`src/rtl/irq_request_latch.sv`:
```
// Edge-capturing request latch that feeds a 4-input priority encoder. Optional macro IRQ_SYNC_EN adds a 2-flop input synchronizer.
// Latency: 1 edge from a sampled rising edge to pend_out, or 3 edges with IRQ_SYNC_EN. There is no backpressure; ack/clr_ovf are single-cycle strobes.
module irq_request_latch (
    input  logic       clk,
    input  logic       rst,
    input  logic [3:0] req_in,
    input  logic [3:0] mask,
    input  logic       ack,
    input  logic [1:0] ack_idx,
    input  logic       clr_ovf,
    output logic [3:0] pend_out,
    output logic       irq,
    output logic [3:0] overflow
);

    logic [3:0] r_req_prev;
    logic [3:0] r_pending;
    logic [3:0] r_overflow;
    logic [3:0] r_pend_out;
    logic       r_irq;

    logic [3:0] w_req_s;
    logic [3:0] w_edge;
    logic [3:0] w_clr;
    logic [3:0] w_pending_next;
    logic [3:0] w_ovf_set;
    logic [3:0] w_overflow_next;
    logic [3:0] w_visible;

`ifdef IRQ_SYNC_EN
    logic [3:0] r_sync1;
    logic [3:0] r_sync2;

    // Reset to ones so lines held high through reset do not look like edges.
    always_ff @(posedge clk) begin
        if (rst) begin
            r_sync1 <= 4'b1111;
            r_sync2 <= 4'b1111;
        end else begin
            r_sync1 <= req_in;
            r_sync2 <= r_sync1;
        end
    end

    assign w_req_s = r_sync2;
`else
    assign w_req_s = req_in;
`endif

    assign w_edge = w_req_s & ~r_req_prev;
    assign w_clr  = ack ? (4'b0001 << ack_idx) : 4'b0000;

    // A new edge always leaves the bit pending, even when the old event is acked in the same cycle.
    assign w_pending_next  = w_edge | (r_pending & ~w_clr);
    assign w_ovf_set       = w_edge & r_pending & ~w_clr;
    assign w_overflow_next = (r_overflow & ~{4{clr_ovf}}) | w_ovf_set;
    assign w_visible       = w_pending_next & ~mask;

    always_ff @(posedge clk) begin
        if (rst) begin
            r_req_prev <= 4'b1111;
            r_pending  <= 4'b0000;
            r_overflow <= 4'b0000;
            r_pend_out <= 4'b0000;
            r_irq      <= 1'b0;
        end else begin
            r_req_prev <= w_req_s;
            r_pending  <= w_pending_next;
            r_overflow <= w_overflow_next;
            r_pend_out <= w_visible;
            r_irq      <= |w_visible;
        end
    end

    assign pend_out = r_pend_out;
    assign irq      = r_irq;
    assign overflow = r_overflow;

endmodule

```
`config.mk`:
```
export PLATFORM = sky130hd
export DESIGN_NAME = irq_request_latch
export DESIGN_NICKNAME = d
export VERILOG_FILES = /design/src/rtl/irq_request_latch.sv
export SDC_FILE = /design/constraint.sdc
export NUM_CORES = 1
export LEC_CHECK = 0
export CAP_MARGIN = 10
export CORE_MARGIN = 5
export CORE_UTILIZATION = 35
export DETAILED_ROUTE_END_ITERATION = 6
export PLACE_DENSITY = 0.67
export SLEW_MARGIN = 5
export SYNTH_ARGS = -nofsm -noshare
export SYNTH_HDL_FRONTEND = slang
export SYNTH_SLANG_ARGS = --single-unit
```
`constraint.sdc`:
```
create_clock -name clk -period 2.6 [get_ports clk]
set_input_delay 0.26 -clock clk [delete_from_list [all_inputs] [get_ports clk]]
set_output_delay 0.26 -clock clk [all_outputs]
set_load 0.005 [all_outputs]
```
==> Word-level counts from Yosys, hierarchy flattened <==
Cells that the tools add are included.
Widths: inputs -> output; s select.
{ "classes": {"shifts": 1, "n_mux": 1, "n_bitwise": 12, "n_reduce_logical": 1} }
{ "ops": {"columns": ["operator", "n"], "rows": [
  ["$and 4x4->4", 6],
  ["$not 4->4", 4],
  ["$or 4x4->4", 2],
  ["$mux 4", 1],
  ["$reduce_or 4->1", 1],
  ["$shl 1x2->4 const A", 1]
]} }
{ "totals": {"ff_bits": 17, "input_bits": 14, "wordCells": 20} }

==> Depth between registers and ports, before layout <==
Gate-level depths: netlist of the first run.
{ "depth": {"ltp_word": 7, "depth_mapped": 4, "mapped_depth_nobuf": 4} }

==> Worst setup path after synthesis of the first run <==
No wires, ideal clock.
{ "synth_timing": {"path_kind": "in2reg", "from": "input ack_idx[0]", "to": "register r_irq, in the netlist irq", "arrival_ns": 1.021, "required_ns": 2.469, "slack_ns": 1.449, "cell_stages": 4, "n_path_buf": 0, "path_cell_list": "or3b_1 > a21oi_2 > o22a_2 > a21oi_2"} }
{ "synth_via": {"elab_chain_len": 7} }
{ "synth_lines": {"columns": ["element", "line_no", "rtl"], "rows": [
  ["start: declaration", "9", "input logic [1:0] ack_idx,"],
  ["$shl 1x2->4", "51", "assign w_clr = ack ? (4'b0001 << ack_idx) : 4'b0000;"],
  ["$mux 4", "51", null],
  ["$not 4->4", "54", "assign w_pending_next = w_edge | (r_pending & ~w_clr);"],
  ["$and 4x4->4", "54", null],
  ["$or 4x4->4", "54", null],
  ["$and 4x4->4", "57", "assign w_visible = w_pending_next & ~mask;"],
  ["$reduce_or 4->1", "71", "r_irq <= |w_visible;"],
  ["end signal: assignment", "71", null],
  ["end: declaration", "20", "logic r_irq;"]
]} }
No other way between the ends.
A chain may end at the register's enable or synchronous reset.

==> Final worst setup path of the first run <==
{ "layout_timing": {"from": "input ack", "to": "register r_irq, in the netlist irq"} }
{ "layout_via": {"elab_chain_len": 6} }
{ "layout_lines": {"columns": ["element", "line_no", "rtl"], "rows": [
  ["start: declaration", "8", "input logic ack,"],
  ["$mux 4", "51", null],
  ["$not 4->4", "54", null],
  ["$and 4x4->4", "54", null],
  ["$or 4x4->4", "54", null],
  ["$and 4x4->4", "57", null],
  ["$reduce_or 4->1", "71", null]
]} }
No other way between the ends.

==> results.md, run 1 <==
- Max-cap violations: 0
- Final Hold Viols: 0
- Comb pwr share: about an eighth
- Synth cell types: 16
- Tot Pwr: around 0.00047 W
- Initial DRT Pass Iterations: 4
- CP arrival: ~1.6 ns
- TritonCTS buffer count: 3
- Final slew viol count: 0
- Avg Inst Size Synth: ~11 µm²
- Antenna-violating nets left: 0
- Post-CTS Hold Buffers: 0
- Fin crit share: 54.22%
- Lkg Pwr: a little over 0.3 nW
- FF-to-FF Start: r_req_prev[3]
- Fmax achieved: between 700 and 800 MHz
- Outcome: finished clean
- Slew headroom: between 60% and 70%
- Clk_lat worst skew: 0.29 ns
- Routed vias/inst: ~5
- Final HPWL DP: 895.7 µm
- Synth area leader: dfxtp_1
- Sequential standard cell area: around 340 µm²
- Place WS: around 0.9 ns
- CP Class: in -> reg
- Initial antenna violation count: 0
- Final WL: about 1200 µm
- Final worst clock skew: ~0.0009 ns
- Max IR drop VDD: between 0.3 and 0.4 mV
- Psw: ~0.00011 W
- Setup ws final: roughly 1.2 ns
- CTS resizes: 0
- Ports: 23
- Met1 Wirelength: approximately 520 µm
- Hold Startpoint: overflow[0]
- Least-Margin Pin Slew: 0.5797 ns
- Clock transition at path regs: about 0.1 ns
- Crit. End Element: register
- Post-DR wirelength/cell: approximately 12 µm
- Buffer levels on the longest clock path: 2
- Seq/Total Area, Yosys: 59.26%
- Synth top area share: about 59%
- Clock network power share: roughly 30%
- Initial Util: a little under two fifths
- Worst Setup SP: ack
- Largest net degree at the start of global routing: 18
- CTS tree: yes
- Met2 WL post-DR: about 540 µm
- Post-Synthesis Net Count: 68
- Finish-stage setup viols: 0
- Total gr overflow: 0
- Drt drc: 0
- Layout Nets: 94
- Sw frac: approximately a quarter
- Worst Setup Start Kind: input pin
- Vias in the first global route: around 500
- GRT Overall Usage: 11.14%
- Finished Layout Cells: between 90 and 100
- Ys Warns: 0
- Row count: 14
- Highest metal layer with signal wires: met4
- Multi-input gate area: between 200 and 250 µm²
- P&R area growth vs syn: 45.97%
- Power Density: 564.7 nW/µm²
- Hold Crit Class: reg -> reg
- Part of the power in registers: 58.0%
- Post-Syn Area: 574.3 µm²
- Met3 WL: 97 µm
- Synth Register Bits: 17
- DRT iter0 DRCs: 11
- H-Tree Depth: 1
- Min Tclk post-route: 1.410 ns
- Post-CTS setup buffer count: 0
- # port buffers: 22
- Dpl cells: between 90 and 100
- Worst path required time: ~2.8 ns
- Die Ht: just over 50 µm
- Pint: about 0.00036 W
- Clock Sinks: 17
- Hold_ws: a little over 0.5 ns
- Die ar.: 2551 µm²
- Setup TNS: 0 ns
- Synth area leaders: dfxtp_1 59%, a32oi_1 6.1%, nor2_1 5.2%
- Share of cells above drive strength 1: between 10% and 20%
- Cells after Synth: 54
- Vias: 480
- Critical path fanouts, max: 4
- # diodes: 0
- First-pass GRT wire length: around 2100 µm
- Root Buffer: clkbuf_4
- Core footprint: approximately 1500 µm²
- RSZ-0062 raised after global routing: no
- Routability cong.: 0.7136
- # fillers: roughly 150
- Die W: 50.51 µm
## flip-flops by register name (all words and copies together) (netlist names)
register and flops:
irq 1, r_pending 4, overflow 4, pend_out 4, r_req_prev 4
## cells in the final DEF, fill, tap and decap left out, drive strengths merged
cell / instances
o22a: 2
nor2: 8
a21oi: 5
clkinv: 1
clkdlybuf4s50: 22
dfxtp: 17
or2: 4
nand3b: 2
or3b: 1
a32oi: 4
inv: 1
nor3: 4
nand3: 1
clkbuf: 3
nor2b: 4
## per-layer routing
layer	global-route usage, %	up-vias
met4	7.660	0
met3	4.142	2
met5	0	-
li1	-	242
met1	13.51	221
met2	16.12	15
## metrics by stage
step	util, %	cell area (µm²)
2_1_floorplan	-	574.3
3_3_place_gp	53.20	810.8
3_5_place_dp	53.20	810.8
4_1_cts	55.01	838.3
5_1_grt	55.01	838.3
6_report	55.01	838.3
## path summary, 6_finish.rpt
| check | to | slack, ns | depth (start not counted) |
|---|---|---|---|
| worst max-delay path | irq | 1.19 | 5 |
| worst min register to register | overflow[0] | 0.50 | 2 |
| worst min-delay path | overflow[0] | 0.50 | 2 |
| worst max register to register | irq | 1.63 | 4 |
## kinds of logic (layout without fill, tap and decap cells)
group | count (synthesis) | after routing | share of synthesized area [%]
AND/OR/NAND/NOR | 24 | 24 | 22.44
flip-flops | 17 | 17 | 59.26
AO/OA/AOI/OAI | 11 | 11 | 16.99
buffers and inverters | 2 | 27 | 1.306
## cells in the mapped netlist, drive strengths merged
cell type	number
dfxtp	17
nor2	8
a21oi	5
a32oi	4
nor2b	4
nor3	4
or2	4
nand3b	2
o22a	2
clkbuf	1
inv	1
nand3	1
or3b	1
## cell type report
cell class	instances	share of cell area, %
clock inverters	1	0.5970
repair buffers	22	26.27
flip-flops and latches	17	40.60
clock buffers	3	2.687
well taps	16	2.388
multi-input cells	35	27.01
inverters	1	0.4478
## power groups by stage
stage / logic [W] / clock network, W / registers (W)
after floorplan: 0.0000230 / 0 / 0.000280
after global placement: 0.0000573 / 0 / 0.000280
after detailed placement: 0.0000578 / 0 / 0.000281
final: 0.0000576 / 0.000141 / 0.000274
after CTS: 0.0000583 / 0.000149 / 0.000274
after global routing: 0.0000636 / 0.000163 / 0.000276
## worst max-delay path, cell delays in order
cell,delay (ns)
clkdlybuf4s50_1,0.51
or3b_1,0.40
a21oi_2,0.20
o22a_2,0.16
a21oi_2,0.04
No activity file was read; power rests on OpenSTA's default activity.
==> run 2, diff against run 1 <==
- PLACE_DENSITY: 0.67 -> 0.7
- clock period: 2.6 -> 1.2 ns (I/O delays scaled with it)
==> results.md, run 2 (same netlist as run 1, synthesis figures left out) <==
- Setup ws final: 0.03954 ns (was 1.190 ns)
- Outcome: finished clean (unchanged)
- TritonCTS buffer count: 3 (unchanged)
- Min Tclk post-route: 1.160 ns
- Reg2reg path depth: 4 (unchanged)
- Lkg Pwr: 0.3882 nW (was 0.3030 nW)
- Final core area utilization: 59.03% (was 55.01%)
- Share of cells above drive strength 1: 28.41% (was 15.19%)
- Worst path slowest cell: clkdlybuf4s50_1 (unchanged)
- Clk_lat worst skew: 0.28 ns (was 0.29 ns)
- Routability cong.: 0.7271 (was 0.7136)
- GRT Overall Usage: 10.96% (was 11.14%)
- Fin crit share: 96.71%
- RSZ-0062 raised after global routing: no (unchanged)
- Final HPWL DP: 1061 µm (was 895.7 µm)
- Critical path fanouts, max: 4 (unchanged)
- Max IR drop VDD: 1.229 mV (was 0.3740 mV)
- Vias in the first global route: 487 (was 490)
- Initial antenna violation count: 0 (unchanged)
- Layout Nets: 103 (was 94)
- Worst Setup SP: ack_idx[1] (was ack)
- Crit. End Element: register (unchanged)
- # diodes: 0 (unchanged)
- Buffer levels on the longest clock path: 2 (unchanged)
- Hold Crit Class: in -> reg (was reg -> reg)
- Vias: 511 (was 480)
- Root Buffer: clkbuf_4 (unchanged)
- Fmax achieved: roughly 860 MHz
- Final instance area: 899.6 µm² (was 838.3 µm²)
- Routed vias/inst: 4.913 (was 5.053)
- Dpl cells: 100 (was 91)
- R2R Path End: pend_out[3] (was irq)
- P&R area growth vs syn: 56.64% (was 45.97%)
- H-Tree Depth: 1 (unchanged)
- CP Class: in -> reg (unchanged)
- Least-Margin Pin Slew: 0.2839 ns (was 0.5797 ns)
- Slew headroom: 81.03% (was 61.23%)
- Max incr delay on CP: 0.45 ns (was 0.51 ns)
- Total gr overflow: 0 (unchanged)
- Final WL: 1293 µm (was 1186 µm)
- Clock Sinks: 17 (unchanged)
- # port buffers: 22 (unchanged)
- Finished Layout Cells: 104 (was 95)
- Place WS: -0.2644 ns (was 0.8812 ns)
- R2R Setup Slk: 0.21 ns (was 1.63 ns)
- Finish-stage setup viols: 0 (unchanged)
- Final Hold Viols: 0 (unchanged)
- Final slew viol count: 0 (unchanged)
- Most frequent cells in the layout: 13 x clkdlybuf4s50_1, 13 x dfxtp_1, 9 x dlygate4sd2_1, 9 x buf_4, 8 x nor2_1 (was 22 x clkdlybuf4s50_1, 17 x dfxtp_1, 8 x nor2_1)
- Max-cap violations: 0 (unchanged)
- Die W: 50.51 µm (unchanged)
- Drt drc: 0 (unchanged)
- Die ar.: 2551 µm² (unchanged)
- Initial DRT Pass Iterations: 4 (unchanged)
- Antenna-violating nets left: 0 (unchanged)
- Largest net degree at the start of global routing: 11 (was 18)
- Core footprint: 1524 µm² (unchanged)
- Hold_ws: 0.3952 ns (was 0.5036 ns)
- DRT iter0 DRCs: 12 (was 11)
- Worst path required time: 1.39 ns (was 2.77 ns)
- Final worst clock skew: 0.006182 ns (was 0.0008950 ns)
- Post-DR wirelength/cell: 12.43 µm (was 12.48 µm)
- Worst Setup Start Kind: input pin (unchanged)
- Post-CTS setup buffer count: 0 (unchanged)
- Power Density: 1151 nW/µm² (was 564.7 nW/µm²)
- CTS tree: yes (unchanged)
- Row count: 14 (unchanged)
- First-pass GRT wire length: 2139 µm (unchanged)
- CP arrival: 1.35 ns (was 1.58 ns)
- Initial Util: 37.68% (unchanged)
- CP endpoint: irq (unchanged)
- Crit path top cell by count: a21oi_2 (unchanged)
- Ports: 23 (unchanged)
- Clock transition at path regs: 0.10 ns (about the same)
- Placed Area: 878.3 µm² (was 810.8 µm²)
- FF-to-FF Start: r_req_prev[3] (unchanged)
- Die Ht: 50.51 µm (unchanged)
- Worst-path cell chain: clkdlybuf4s50_1, or3b_1, a21oi_2, o22a_2, a21oi_2 (unchanged)
run 2: through the flow:
step           setup TNS (ns)  power [W]
3_5_place_dp           -1.803  0.0007610
2_1_floorplan               0  0.0006574
6_report                    0   0.001036
4_1_cts                     0   0.001054
3_3_place_gp           -1.627  0.0007579
5_1_grt                     0   0.001093
run 2: layer usage:
metal | track usage, % | share of wire (%) | vias up
met5 | 0 | 0 | -
met2 | 17.77 | 50 | 18
met3 | 5.917 | 8.9 | 0
met1 | 13.15 | 41 | 233
li1 | - | - | 260
met4 | 1.277 | 0 | 0
run 2: power breakdown:
| part | internal (W) | leakage, nW | total [W] | switching (W) |
|---|---|---|---|---|
| Combinational | 0.0000925 | 0.229 | 0.000147 | 0.0000543 |
| Sequential | 0.000586 | 0.141 | 0.000594 | 0.00000834 |
| Clock | 0.000124 | 0.0177 | 0.000295 | 0.000171 |
run 2: final cells by class:
class,count,area [µm²]
clock buffer,3,22.52
clock inverter,1,5.005
fill,148,624.3
inverter,1,3.754
multi-input combinational,35,226.5
sequential,17,345.3
tap,16,20.02
timing repair buffer,31,276.5
run 2: repair_timing:
action | in CTS | in global routing
hold buffers | 0 | 0
resized for setup | 13 | 0
endpoints found under the setup margin | 9 | 0
run 2: how the worst min path moves through the flow:
stage,startpoint,to,slack [ns],cells past startpoint
after floorplan,rst,pend_out[0],0.20,1
after global placement,overflow[2],overflow[2],0.47,2
after detailed placement,overflow[3],overflow[3],0.48,2
after CTS,mask[2],pend_out[2],0.39,2
after global routing,mask[2],pend_out[2],0.38,2
final,mask[2],pend_out[2],0.40,2
run 2: worst max-delay path: cells and delay by family:
family          cells  cell delay (ns)
buf+inv             1             0.45
compound gates      3             0.36
simple gates        1             0.41
